--- src/rtl/fetch_unit.sv ---
// rtl/fetch_unit.sv - instruction fetch stage: PC, ROM drive and in-order fetch queue
// Redirect has top priority and empties the queue; a full queue blocks fetch even on a same-cycle pop.
module fetch_unit #(
  parameter logic [31:0] RESET_PC = 32'h0000_0000,
  parameter int          QDEPTH   = 4
) (
  input  logic                      clk,
  input  logic                      rst,
  output logic                      rom_ce_o,
  output logic [31:0]               rom_addr_o,
  input  logic [31:0]               rom_inst_i,
  input  logic                      redirect_i,
  input  logic [31:0]               redirect_pc_i,
  input  logic                      id_ready_i,
  output logic                      id_valid_o,
  output logic [31:0]               id_pc_o,
  output logic [31:0]               id_inst_o,
  output logic [$clog2(QDEPTH):0]   q_count_o
);

  localparam int           PW   = $clog2(QDEPTH);
  localparam logic [PW:0]  FULL = (PW+1)'(QDEPTH);

  logic [31:0]   pc;
  logic [PW-1:0] wptr;
  logic [PW-1:0] rptr;
  logic [PW:0]   count;
  logic [31:0]   pc_mem   [QDEPTH];
  logic [31:0]   inst_mem [QDEPTH];
  logic          fetch;
  logic          pop;

  // Fetch depends only on registered count, redirect and reset, never on id_ready_i.
  assign fetch      = (count < FULL) && !redirect_i && rst;
  assign pop        = id_valid_o && id_ready_i && !redirect_i;

  assign rom_ce_o   = fetch;
  assign rom_addr_o = pc;
  assign id_valid_o = (count != '0);
  assign id_pc_o    = id_valid_o ? pc_mem[rptr]   : 32'h0;
  assign id_inst_o  = id_valid_o ? inst_mem[rptr] : 32'h0;
  assign q_count_o  = count;

  always_ff @(posedge clk or negedge rst) begin
    if (!rst) begin
      pc    <= RESET_PC;
      wptr  <= '0;
      rptr  <= '0;
      count <= '0;
    end else if (redirect_i) begin
      pc    <= redirect_pc_i & 32'hFFFF_FFFC;
      wptr  <= '0;
      rptr  <= '0;
      count <= '0;
    end else begin
      if (fetch) begin
        pc   <= pc + 32'd4;
        wptr <= wptr + 1'b1;
      end
      if (pop) begin
        rptr <= rptr + 1'b1;
      end
      case ({fetch, pop})
        2'b10:   count <= count + 1'b1;
        2'b01:   count <= count - 1'b1;
        default: count <= count;
      endcase
    end
  end

  // Storage needs no reset: the head is masked to zero whenever count is zero.
  always_ff @(posedge clk) begin
    if (fetch) begin
      pc_mem[wptr]   <= pc;
      inst_mem[wptr] <= rom_inst_i;
    end
  end

endmodule

--- config.mk ---
export PLATFORM = sky130hd
export DESIGN_NAME = fetch_unit
export DESIGN_NICKNAME = d
export VERILOG_FILES = /design/src/rtl/fetch_unit.sv
export SDC_FILE = /design/constraint.sdc
export NUM_CORES = 1
export LEC_CHECK = 0
export BUFFER_PORTS_ARGS = -buffer_cell sky130_fd_sc_hd__clkbuf_2
export CAP_MARGIN = 10
export CORE_MARGIN = 2
export CORE_UTILIZATION = 35
export CTS_CLUSTER_DIAMETER = 50
export DETAILED_ROUTE_END_ITERATION = 8
export HOLD_SLACK_MARGIN = 0.08
export REMOVE_ABC_BUFFERS = 1
export SLEW_MARGIN = 10
export SYNTH_ARGS = -nofsm -noshare
export SYNTH_HDL_FRONTEND = slang
export SYNTH_SLANG_ARGS = --single-unit
--- constraint.sdc ---
create_clock -name clk -period 3.36 [get_ports clk]
set_input_delay 0.168 -clock clk [delete_from_list [all_inputs] [get_ports clk]]
set_output_delay 0.168 -clock clk [all_outputs]
set_load 0.02 [all_outputs]
======== Word-level counts from Yosys, hierarchy flattened ========
Memory sizes are Yosys's and may differ from the RTL's.
Cells that the tools add are included.
word-level totals
  output and inout bits ................... 101
  memories ................................ 2
  memory bits (writable) .................. 256
  register bits ........................... 39
cells by class
  reduce and logical (&&, ||, !) cells .... 9
  equal/unequal tests ..................... 2
  mux-type cells .......................... 12
  add/subtract/negate cells ............... 5
  magnitude comparators ................... 1
memory list
  memory    words  bits a word  rd ports  clocked after Yosys merged registers in  wr ports  line  RTL
  inst_mem  4      32           1         0                                        1         29    logic [31:0] inst_mem [QDEPTH];
  pc_mem    4      32           1         0                                        1         28    logic [31:0] pc_mem [QDEPTH];
operator list
  cell                                                  number
  two-way mux 32 bit                                    4
  adder 32 x 3 -> 32 bit (second input constant)        1
  two-way mux 2 bit                                     4
  case mux 3 bit (2 select lines)                       1
  nonzero test 3 bit                                    2
  adder 2 x 1 -> 2 bit (second input constant)          2
  logical AND 1 bit                                     4
  nonzero test 2 bit                                    2
  adder 3 x 1 -> 3 bit (second input constant)          1
  < comparator 3 bit (second input constant)            1
  two-way mux 3 bit                                     1
  subtractor 3 x 1 -> 3 bit (second input constant)     1
  equality test 2 x 1 -> 1 bit (second input constant)  1
  equality test 2 bit (second input constant)           1
  two-way mux 1 bit                                     2
  zero test 1 bit                                       1

======== Logic depth before layout (Yosys ltp) ========
Gate-level depths: netlist of run 1.
  depth after elaboration ................. 6
  gate-level depth with buffers ........... 8
  gate-level depth less buffers ........... 6

======== Worst setup path after synthesis of run 1 ========
OpenSTA, ideal clock, no wires.
  kind .................................... reg-to-reg
  start ................................... register count[2] (netlist: q_count_o[2])
  end ..................................... memory inst_mem[0][0] (enable)
  arrival time ............................ 2.592 ns
  library setup time ...................... 0.427 ns
  required time ........................... 2.933 ns
  cell stages (with the launch flop) ...... 5
  path buffers ............................ 2
  path slack .............................. 0.341 ns
  clock period less this slack ............ 3.019 ns
  path through ............................ dfrtp_1 -> nor2b_1 -> buf_2 -> clkbuf_1 -> and3_1
on the way
  cells in the longest elaborated chain, start to end .. 5
RTL lines
  item                                     line  RTL
  start, declared                          27    logic [PW:0] count;
  start signal, assigned                   64    2'b10: count <= count + 1'b1;
  start signal, assigned                   65    2'b01: count <= count - 1'b1;
  start signal, assigned                   66    default: count <= count;
  < comparator 3 bit                       34    assign fetch = (count < FULL) && !redirect_i && rst;
  logical AND 1 bit (2 in a row)           34
  two-way mux 1 bit                        73    if (fetch) begin
  two-way mux 1 bit (implied by the code)  75    inst_mem[wptr] <= rom_inst_i;
  end, declared                            29
No other way between the ends.

======== Final worst setup path of run 1 ========
  start ................................... register rptr[0]
  end ..................................... output port id_pc_o[22]
on the way
  cells in the longest elaborated chain, start to end .. 2
RTL lines
  item                    line  RTL
  start, declared         26    logic [PW-1:0] rptr;
  start signal, assigned  61    rptr <= rptr + 1'b1;
  memory (4 x 32 bit)     n/a
  two-way mux 32 bit      40    assign id_pc_o = id_valid_o ? pc_mem[rptr] : 32'h0;
  end, declared           16    output logic [31:0] id_pc_o,
No other way between the ends.

==> flow_summary.json, run 1 <==
{
  "worstMarginPinSlew_ps": 745,
  "power_density_mw_per_mm2": 760,
  "slowest_delay_ps": 560,
  "drt_iter0_drc": 456,
  "antenna_found_initial": 0,
  "ctsHoldBuffers": 64,
  "rows": 66,
  "synth-seq-cells": 285,
  "worstSetupPathType": "register to primary output",
  "holdWs_ps": 116,
  "cts-resized-gates": 0,
  "drv_cap": 0,
  "yosysWarningCount": 0,
  "min_path_type": "input port to asynchronous set/reset pin",
  "die_h_um": 187,
  "path_delay_family": "buffers and inverters",
  "die_w_um": 187,
  "dp.cells": 1249,
  "hold_viol_final": 0,
  "rsz0062_at_grt": "no",
  "core_area_mm2": 0.0327,
  "grtUsageTotal_pct": 15.9,
  "power.leakage_nw": 5.32,
  "fmax_mhz": 402,
  "clk_latency_ps": 510,
  "path_buf_inv": 2,
  "wl_met3_um": 1480,
  "reg2regPathDepth": 4,
  "seq_area_mm2": 0.00838,
  "synthArstFlopShare_pct": 13.0,
  "min_period_ps": 2490,
  "highest_layer": "met4",
  "cts_max_level": 2,
  "ant_nets": 0,
  "path_depth": 4,
  "slew_violations": 0,
  "slew_headroom_pct": 49.9,
  "initial_core_util_pct": 35.7,
  "grt_max_degree": 65,
  "reg2reg_slack_ps": 1010,
  "r2r_start": "rom_addr_o[5]$_DFFE_PN0N_",
  "ios": 169,
  "nets": 985,
  "hpwl_um": 16400,
  "crit_fanout": 20,
  "place.gp.congestion": 0.794,
  "seq_area_frac_synth_pct": 71.7,
  "multi_input_area_mm2": 0.00314,
  "synth_edf_count": 248,
  "dieArea_mm2": 0.0349,
  "netlist_area_mm2": 0.0117,
  "fin_ws_ps": 870,
  "max-vdd-ir-drop_mv": 0.667,
  "wirelength_um": 27400,
  "cts-root-buf": "clkbuf_16",
  "status": "complete, no violations",
  "drive_gt1_share_pct": 32.9,
  "cts_made_buffers": 38,
  "area_growth_pct": 28.8,
  "syn_inst": 665,
  "dr.pass1.iters": 5,
  "numClockSinks": 285,
  "wl_met2_um": 13200,
  "grt_pass1_wl_um": 42800,
  "grt_pass1_vias": 7244,
  "vias": 6951,
  "post_cts_buffers": 0,
  "cts.clk_slew.worst_paths_ps": 60,
  "final_util_pct": 46.0,
  "fillerInstances": 2904,
  "viasPerCell": 5.03,
  "arrival_ps": 2320,
  "fin_worst_skew_ps": 11.8,
  "synthFlopType": "edfxtp_1",
  "setup_viol": 0,
  "crit_path_top_delay_cell": "mux4_2",
  "grt-ovfl-total": 0,
  "crit_chain": "buf_4, mux4_2, and2_1, clkbuf_2",
  "period_share_pct": 74.1,
  "synth.avg_cell_area_um2": 17.6,
  "instances_no_fill": 1383,
  "wl_per_cell_um": 19.8,
  "antennaDiodeCount": 0,
  "port_buffers": 162,
  "cp-end-kind": "primary output",
  "place_ws_ps": 1040,
  "worst-endpoint-required_ps": 3190,
  "drc": 0,
  "cts_tree": "yes",
  "start_kind": "register",
  "synth_cell_types": 47,
  "wl_met1_um": 12200,
  "clockBufferDepth": 3,
  "timing.rr.end": "rom_addr_o[30]$_DFFE_PN0N_"
}
[cells in the mapped netlist, types with 2 or more instances]
| master | instances | area share, % |
|---|---|---|
| edfxtp_1 | 248 | 64 |
| and2_1 | 65 | 3.5 |
| mux4_2 | 62 | 12 |
| dfrtp_1 | 37 | 7.9 |
| nand2_1 | 30 | 0.96 |
| clkbuf_1 | 24 | 0.77 |
| nor2_1 | 21 | 0.67 |
| o21ai_0 | 20 | 0.86 |
| nand3_1 | 13 | 0.56 |
| nand4_1 | 11 | 0.59 |
| a31oi_1 | 10 | 0.54 |
| buf_2 | 9 | 0.39 |
| or4_1 | 9 | 0.58 |
| xnor2_1 | 8 | 0.60 |
| o31ai_1 | 7 | 0.45 |
| or3_1 | 7 | 0.37 |
| a21oi_1 | 6 | 0.26 |
| nor2b_1 | 6 | 0.32 |
| xor2_1 | 6 | 0.45 |
| and3_1 | 5 | 0.27 |
| and4_1 | 5 | 0.37 |
| ha_1 | 5 | 0.54 |
| nor3_1 | 5 | 0.21 |
| nor4_1 | 5 | 0.27 |
| buf_4 | 4 | 0.26 |
| inv_1 | 4 | 0.13 |
| nand2b_1 | 4 | 0.21 |
| a211o_1 | 3 | 0.22 |
| o211ai_1 | 3 | 0.19 |
| a22oi_1 | 2 | 0.13 |
| and4b_2 | 2 | 0.19 |
| mux2i_1 | 2 | 0.17 |
| o41ai_1 | 2 | 0.15 |
| or4b_1 | 2 | 0.17 |
[cells by family after synthesis]
kind of cell,after synthesis,share of synthesized area (%)
AO/OA/AOI/OAI,56,3.03
XOR/XNOR,14,1.05
adder cells (fa/ha/maj),6,0.707
buffers and inverters,44,1.70
flip-flops,285,71.7
multiplexers,64,12.1
other,1,0.0321
AND/OR/NAND/NOR,195,9.69
[layer usage]
metal	vias up	global-route usage [%]
met5	-	0
met4	0	3.72
met3	37	3.05
met2	232	26.2
met1	3541	21.8
li1	3141	-
[report_power, final]
part | internal, mW | leakage, nW | total (mW) | switching (mW)
Clock | 2.54 | 0.630 | 4.03 | 1.49
Combinational | 1.27 | 2.01 | 3.05 | 1.77
Sequential | 4.14 | 2.69 | 4.36 | 0.217
Total | 7.96 | 5.32 | 11.4 | 3.48
[worst reg2reg max path: cells and delay by family (launching register included)]
kind	cells	cell delay [ps]
flip-flops	1	510
AND/OR/NAND/NOR	3	1590
AO/OA/AOI/OAI	1	170
[layout by cell type (no fill, tap or decap), types with 4 or more instances in the layout]
| master | synthesis | final |
|---|---|---|
| dfrtp_1 | 37 | 35 |
| buf_4 | 4 | 9 |
| inv_1 | 4 | 4 |
| clkbuf_1 | 24 | 7 |
| ha_1 | 5 | 5 |
| nor2_1 | 21 | 21 |
| clkbuf_16 | 0 | 41 |
| or4_1 | 9 | 9 |
| conb_1 | 1 | 4 |
| nor2b_1 | 6 | 6 |
| nand2b_1 | 4 | 4 |
| clkinv_1 | 1 | 5 |
| nand2_1 | 30 | 30 |
| nand3_1 | 13 | 13 |
| and4_1 | 5 | 5 |
| buf_12 | 0 | 7 |
| clkbuf_2 | 0 | 162 |
| and3_4 | 0 | 4 |
| o31ai_1 | 7 | 7 |
| a21oi_1 | 6 | 6 |
| xnor2_1 | 8 | 8 |
| or3_1 | 7 | 6 |
| a31oi_1 | 10 | 10 |
| mux4_2 | 62 | 62 |
| dlygate4sd3_1 | 0 | 64 |
| nand4_1 | 11 | 11 |
| and2_1 | 65 | 65 |
| o21ai_0 | 20 | 20 |
| xor2_1 | 6 | 6 |
| nor3_1 | 5 | 5 |
| edfxtp_1 | 248 | 248 |
| nor4_1 | 5 | 5 |
[flip-flops by register name, summed over array words and instances, names as in the netlist]
signal,count
pc_mem,120
wptr,2
inst_mem,128
rom_addr_o,30
q_count_o,3
rptr,2
[per-stage QoR]
| stage | cell area, um^2 | power (mW) | TNS, ps |
|---|---|---|---|
| 3_5_place_dp | 13100 | 7.49 | 0 |
| 4_1_cts | 15100 | 11.6 | 0 |
| 6_report | 15100 | 11.4 | 0 |
| 3_3_place_gp | 13100 | 7.47 | 0 |
| 2_1_floorplan | 11500 | 6.34 | -12900 |
| 5_1_grt | 15100 | 12.0 | 0 |
[final cells by class]
class | instances | area share (%)
flip-flops and latches | 285 | 55.7
multi-input cells | 339 | 20.9
inverters | 5 | 0.125
clock buffers | 51 | 7.27
repair buffers | 242 | 11.0
clock inverters | 19 | 1.34
well taps | 442 | 3.67
[worst max path at each step]
stage | slack [ps] | start | endpoint
2_1_floorplan | -210 | rptr[0]$_DFFE_PN0P_ | id_inst_o[0]
3_3_place_gp | 1080 | rom_addr_o[6]$_DFFE_PN0N_ | rom_addr_o[31]$_DFFE_PN0N_
4_1_cts | 800 | rptr[0]$_DFFE_PN0P_ | id_pc_o[22]
5_1_grt | 750 | rom_addr_o[5]$_DFFE_PN0N_ | rom_addr_o[15]$_DFFE_PN0N_
3_5_place_dp | 1040 | rom_addr_o[2]$_DFFE_PN0N_ | rom_addr_o[22]$_DFFE_PN0N_
6_report | 870 | rptr[0]$_DFFE_PN0P_ | id_pc_o[22]
Note: power is estimated with default switching activity, not from simulation.
==> inputs of run 2 (changes only) <==
- clock period: 3.36 -> 2.26 ns (I/O delays scaled with it)
==> run 2 against run 1 <==
Net effect:
- via count increased by 2.3%
- sequential share of layout area decreased by 3.2 points
- highest routed layer unchanged
- first-iteration DRC count fell by 4.6%
- design area increased by 6.0%
- count of clock-buffer cells in the layout is 6 lower
- die area is the same
- worst setup slack got worse by 850 ps
- core utilization up 2.8 points
==> flow_summary.json, run 2 (synthesis gave the netlist of run 1 again) <==
{
  "cts_max_level": 2,
  "wl_per_cell_um": 19.9,
  "die_h_um": 187,
  "arrival_ps": 2120,
  "placed_area_mm2": 0.0135,
  "power_frac_comb_pct": 33.0,
  "rsz0062_at_grt": "yes",
  "cts-root-buf": "clkbuf_16",
  "fillerInstances": 2834,
  "min_period_ps": 2240,
  "grt-ovfl-total": 0,
  "fin_ws_ps": 24.9,
  "numClockSinks": 285,
  "fmax_mhz": 447,
  "pwr-share-clk_pct": 32.5,
  "core_area_mm2": 0.0327,
  "swShare_pct": 30.0,
  "crit_fanout": 7,
  "antenna_found_initial": 0,
  "drive_gt1_share_pct": 39.5,
  "largest_reg_flops": 128,
  "antennaDiodeCount": 0,
  "drt_iter0_drc": 435,
  "setup_tns_ps": 0,
  "layout_commonest_cell": "edfxtp_1",
  "area_growth_pct": 36.6,
  "r2r_start": "q_count_o[2]$_DFFE_PN0P_",
  "grt_max_degree": 38,
  "slew_violations": 0,
  "worst-endpoint-required_ps": 2150,
  "grt_pass1_vias": 7137,
  "dp.cells": 1291,
  "worstSetupPathType": "register to primary output",
  "vias": 7109,
  "cts.clk_slew.worst_paths_ps": 60,
  "p_switching_mw": 5.54,
  "drc": 0,
  "grtUsageTotal_pct": 16.1,
  "start_kind": "register",
  "hold_viol_final": 0,
  "dieArea_mm2": 0.0349,
  "max-vdd-ir-drop_mv": 0.908,
  "top_register": "inst_mem",
  "power_density_mw_per_mm2": 1160,
  "layout_common_cells": "edfxtp_1 (248), clkbuf_2 (123), dlygate4sd3_1 (67), mux4_2 (62), buf_4 (46)",
  "port_buffers": 162,
  "reg2reg_slack_ps": 100,
  "power.leakage_nw": 5.75,
  "grt_pass1_wl_um": 42900,
  "place.gp.congestion": 0.825,
  "cts_made_buffers": 37,
  "cp-end-kind": "primary output",
  "holdWs_ps": 241,
  "nets": 1039,
  "ios": 169,
  "drv_cap": 0,
  "die_w_um": 187,
  "seq_power_share_pct": 34.5,
  "clockBufferDepth": 3,
  "rows": 66,
  "place_ws_ps": 302,
  "status": "complete, no violations",
  "instances_no_fill": 1435,
  "clk_latency_ps": 520,
  "wirelength_um": 28600,
  "viasPerCell": 4.95,
  "ant_nets": 0,
  "multi_input_area_mm2": 0.00323,
  "setup_viol": 0,
  "period_share_pct": 98.9,
  "hpwl_um": 17300,
  "initial_core_util_pct": 35.7,
  "p_int_mw": 12.9,
  "min_path_type": "input port to asynchronous set/reset pin",
  "design_area_mm2": 0.0160,
  "worstSetupStartpoint": "rptr[0]$_DFFE_PN0P_",
  "seq_area_mm2": 0.00838,
  "cts_tree": "yes",
  "fin_worst_skew_ps": 15.6,
  "dr.pass1.iters": 5
}
## run 2: per-stage QoR
stage / power [mW] / utilization [%]
4_1_cts: 17.8 / 47.7
3_3_place_gp: 11.3 / 41.4
6_report: 18.5 / 48.8
3_5_place_dp: 11.3 / 41.4
5_1_grt: 19.2 / 48.8
2_1_floorplan: 9.43 / -
## run 2: layer usage
layer	share of wire, %	GRT usage [%]	vias to the layer above
li1	-	-	3254
met5	0	0	-
met1	45	22.1	3586
met2	48	26.2	228
met4	1.8	4.00	0
met3	5.5	3.31	41
## run 2: cell type report
class                           count  area share, %
Clock buffer                       45           5.99
Timing Repair Buffer              297           15.7
Tap cell                          442           3.47
Sequential cell                   285           52.5
Clock inverter                     22           1.98
Multi-Input combinational cell    339           20.2
Inverter                            5          0.118
## run 2: final timing paths
check	endpoint	cells past startpoint
setup / recovery	id_inst_o[17]	5
max in group asynchronous	rom_addr_o[26]$_DFFE_PN0N_	3
min in group clk	rom_addr_o[2]$_DFFE_PN0N_	4
hold reg to reg	wptr[1]$_DFFE_PN0N_	2
hold / removal	rom_addr_o[31]$_DFFE_PN0N_	3
setup reg to reg	rptr[1]$_DFFE_PN0P_	7
## run 2: critical path, stage by stage, from the launching register on
cell and delay, ps:
dfrtp_4 450, buf_12 180, clkbuf_16 180, mux4_2 510, and2_4 180, buf_6 120
## run 2: timing repair
item | 4_1_cts | 5_1_grt
hold endpoints to repair | 199 | 0
hold buffers | 67 | 0
endpoints found under the setup margin | 62 | 49
buffers inserted | 5 | 1
pin swaps | 0 | 5
gates resized for setup | 6 | 134
gates cloned | 1 | 3
## run 2: power by group through the flow
stage	Combinational, mW	Sequential (mW)	Clock (mW)
2_1_floorplan	2.62	6.81	0
5_1_grt	6.46	6.41	6.36
3_5_place_dp	4.80	6.55	0
3_3_place_gp	4.77	6.54	0
4_1_cts	5.32	6.37	6.12
6_report	6.09	6.37	6.01
==> inputs of run 3 (changes only) <==
- CTS_BUF_LIST: not set -> sky130_fd_sc_hd__clkbuf_8
==> run 3 against run 2 <==
Net effect:
- the flow now finishes with violations (setup timing)
- worst setup slack worse by 27 ps
- critical path depth is the same
- first-iteration DRC count grew 17%
- clock power fell by 23%
==> flow_summary.json, run 3 (synthesis gave the netlist of run 1 again) <==
{
  "antennaDiodeCount": 0,
  "wirelength_um": 29400,
  "antenna_found_initial": 0,
  "start_kind": "register",
  "grt_pass1_wl_um": 43300,
  "pwr-share-clk_pct": 25.5,
  "p_total_mw": 18.2,
  "wl_per_cell_um": 20.1,
  "power.leakage_nw": 5.86,
  "power_density_mw_per_mm2": 1130,
  "port_buffers": 162,
  "ant_nets": 0,
  "nets": 1058,
  "worstSetupPathType": "register to primary output",
  "fmax_mhz": 442,
  "setup_viol": 1,
  "arrival_ps": 2150,
  "viasPerCell": 4.94,
  "grt_max_degree": 38,
  "status": "finished, violations left",
  "crit_fanout": 7,
  "ios": 169,
  "drv_cap": 0,
  "period_share_pct": 100,
  "rows": 66,
  "violations": "setup timing",
  "seq_power_share_pct": 34.9,
  "grt_use_met3_pct": 3.40,
  "drt_iter0_drc": 508,
  "min_path_type": "input port to asynchronous set/reset pin",
  "largest_reg_flops": 128,
  "top_usage_layer": "met2",
  "max-vdd-ir-drop_mv": 0.699,
  "area_growth_pct": 37.8,
  "use_met1_pct": 22.6,
  "place_ws_ps": 302,
  "rsz0062_at_grt": "yes",
  "setup_tns_ps": -2.50,
  "hold_viol_final": 0,
  "min_period_ps": 2260,
  "cts-root-buf": "clkbuf_8",
  "numClockSinks": 285,
  "layout_common_cells": "edfxtp_1 (248), clkbuf_2 (100), dlygate4sd3_1 (69), mux4_2 (62), and2_4 (60)",
  "place.gp.congestion": 0.825,
  "dr.pass1.iters": 5,
  "grtUsageTotal_pct": 16.3,
  "holdWs_ps": 177,
  "drive_gt1_share_pct": 42.7,
  "grt-ovfl-total": 0,
  "cts.clk_slew.worst_paths_ps": 60,
  "clockBufferDepth": 3,
  "layout_commonest_cell": "edfxtp_1",
  "fillerInstances": 2824,
  "vias": 7229,
  "p_switching_mw": 5.63,
  "cts_made_buffers": 50,
  "p_int_mw": 12.6,
  "initial_core_util_pct": 35.7,
  "hpwl_um": 17300,
  "swShare_pct": 30.9,
  "grt_pass1_vias": 7237,
  "die_h_um": 187,
  "met2_usage_pct": 26.3,
  "worst-endpoint-required_ps": 2150,
  "fin_worst_skew_ps": 15.3,
  "core_area_mm2": 0.0327,
  "cts_max_level": 2,
  "cp-end-kind": "primary output",
  "slew_violations": 0,
  "die_w_um": 187,
  "power_frac_comb_pct": 39.5,
  "clk_latency_ps": 560,
  "final_util_pct": 49.2,
  "fin_ws_ps": -2.50,
  "drc": 0,
  "dieArea_mm2": 0.0349,
  "cts_tree": "yes",
  "top_register": "inst_mem"
}
## run 3: cell type report
type	count	area [um^2]	share of cell area [%]
inverters	5	18.8	0.117
repair buffers	303	2850	17.7
clock buffers	59	812	5.04
clock inverters	31	185	1.15
well taps	442	553	3.43
multi-input cells	339	3300	20.5
flip-flops and latches	285	8380	52.1
## run 3: per-stage QoR
step | cells | cell area (um^2)
3_5_place_dp | 1291 | 13500
5_1_grt | 1464 | 16100
4_1_cts | 1459 | 15500
3_3_place_gp | 1291 | 13500
6_report | 1464 | 16100
2_1_floorplan | 629 | 11500
## run 3: path summary, 6_finish.rpt
path                       slack, ps                    endpoint                     start  depth (start not counted)
setup / recovery                  -2                 id_pc_o[22]       rptr[0]$_DFFE_PN0P_                          5
hold / removal                   180  rom_addr_o[29]$_DFFE_PN0N_                       rst                          3
setup reg to reg                 110         rptr[1]$_DFFE_PN0P_  q_count_o[0]$_DFFE_PN0P_                          6
hold reg to reg                  570         wptr[1]$_DFFE_PN0N_       wptr[1]$_DFFE_PN0N_                          2
max in group asynchronous       1590  rom_addr_o[26]$_DFFE_PN0N_                       rst                          3
min in group clk                 310   rom_addr_o[2]$_DFFE_PN0N_          redirect_pc_i[2]                          4
## run 3: power groups by stage
stage               logic [mW]  clock network, mW  registers (mW)
detailed placement        4.80                  0            6.55
global route              7.60               5.01            6.41
finish                    7.21               4.65            6.37
global placement          4.77                  0            6.54
floorplan                 2.62                  0            6.81
CTS                       5.72               4.78            6.37
## run 3: what timing repair did
action / CTS / global route
setup buffers: 5 / 1
pin swaps: 4 / 58
resized for setup: 28 / 235
hold buffers: 69 / 0
endpoints found under the hold margin: 200 / 0
gates cloned: 4 / 4
setup endpoints to repair: 63 / 62
## run 3: worst max-delay path, stage by stage (launching register included)
cell,delay (ps)
dfrtp_4,440
buf_12,180
buf_4,160
mux4_2,480
and2_1,180
buf_2,160
## run 3: metal layers
layer | vias up | part of all wire (%)
li1 | 3285 | -
met2 | 261 | 48
met4 | 0 | 1.5
met3 | 43 | 6.4
met1 | 3640 | 44
met5 | - | 0
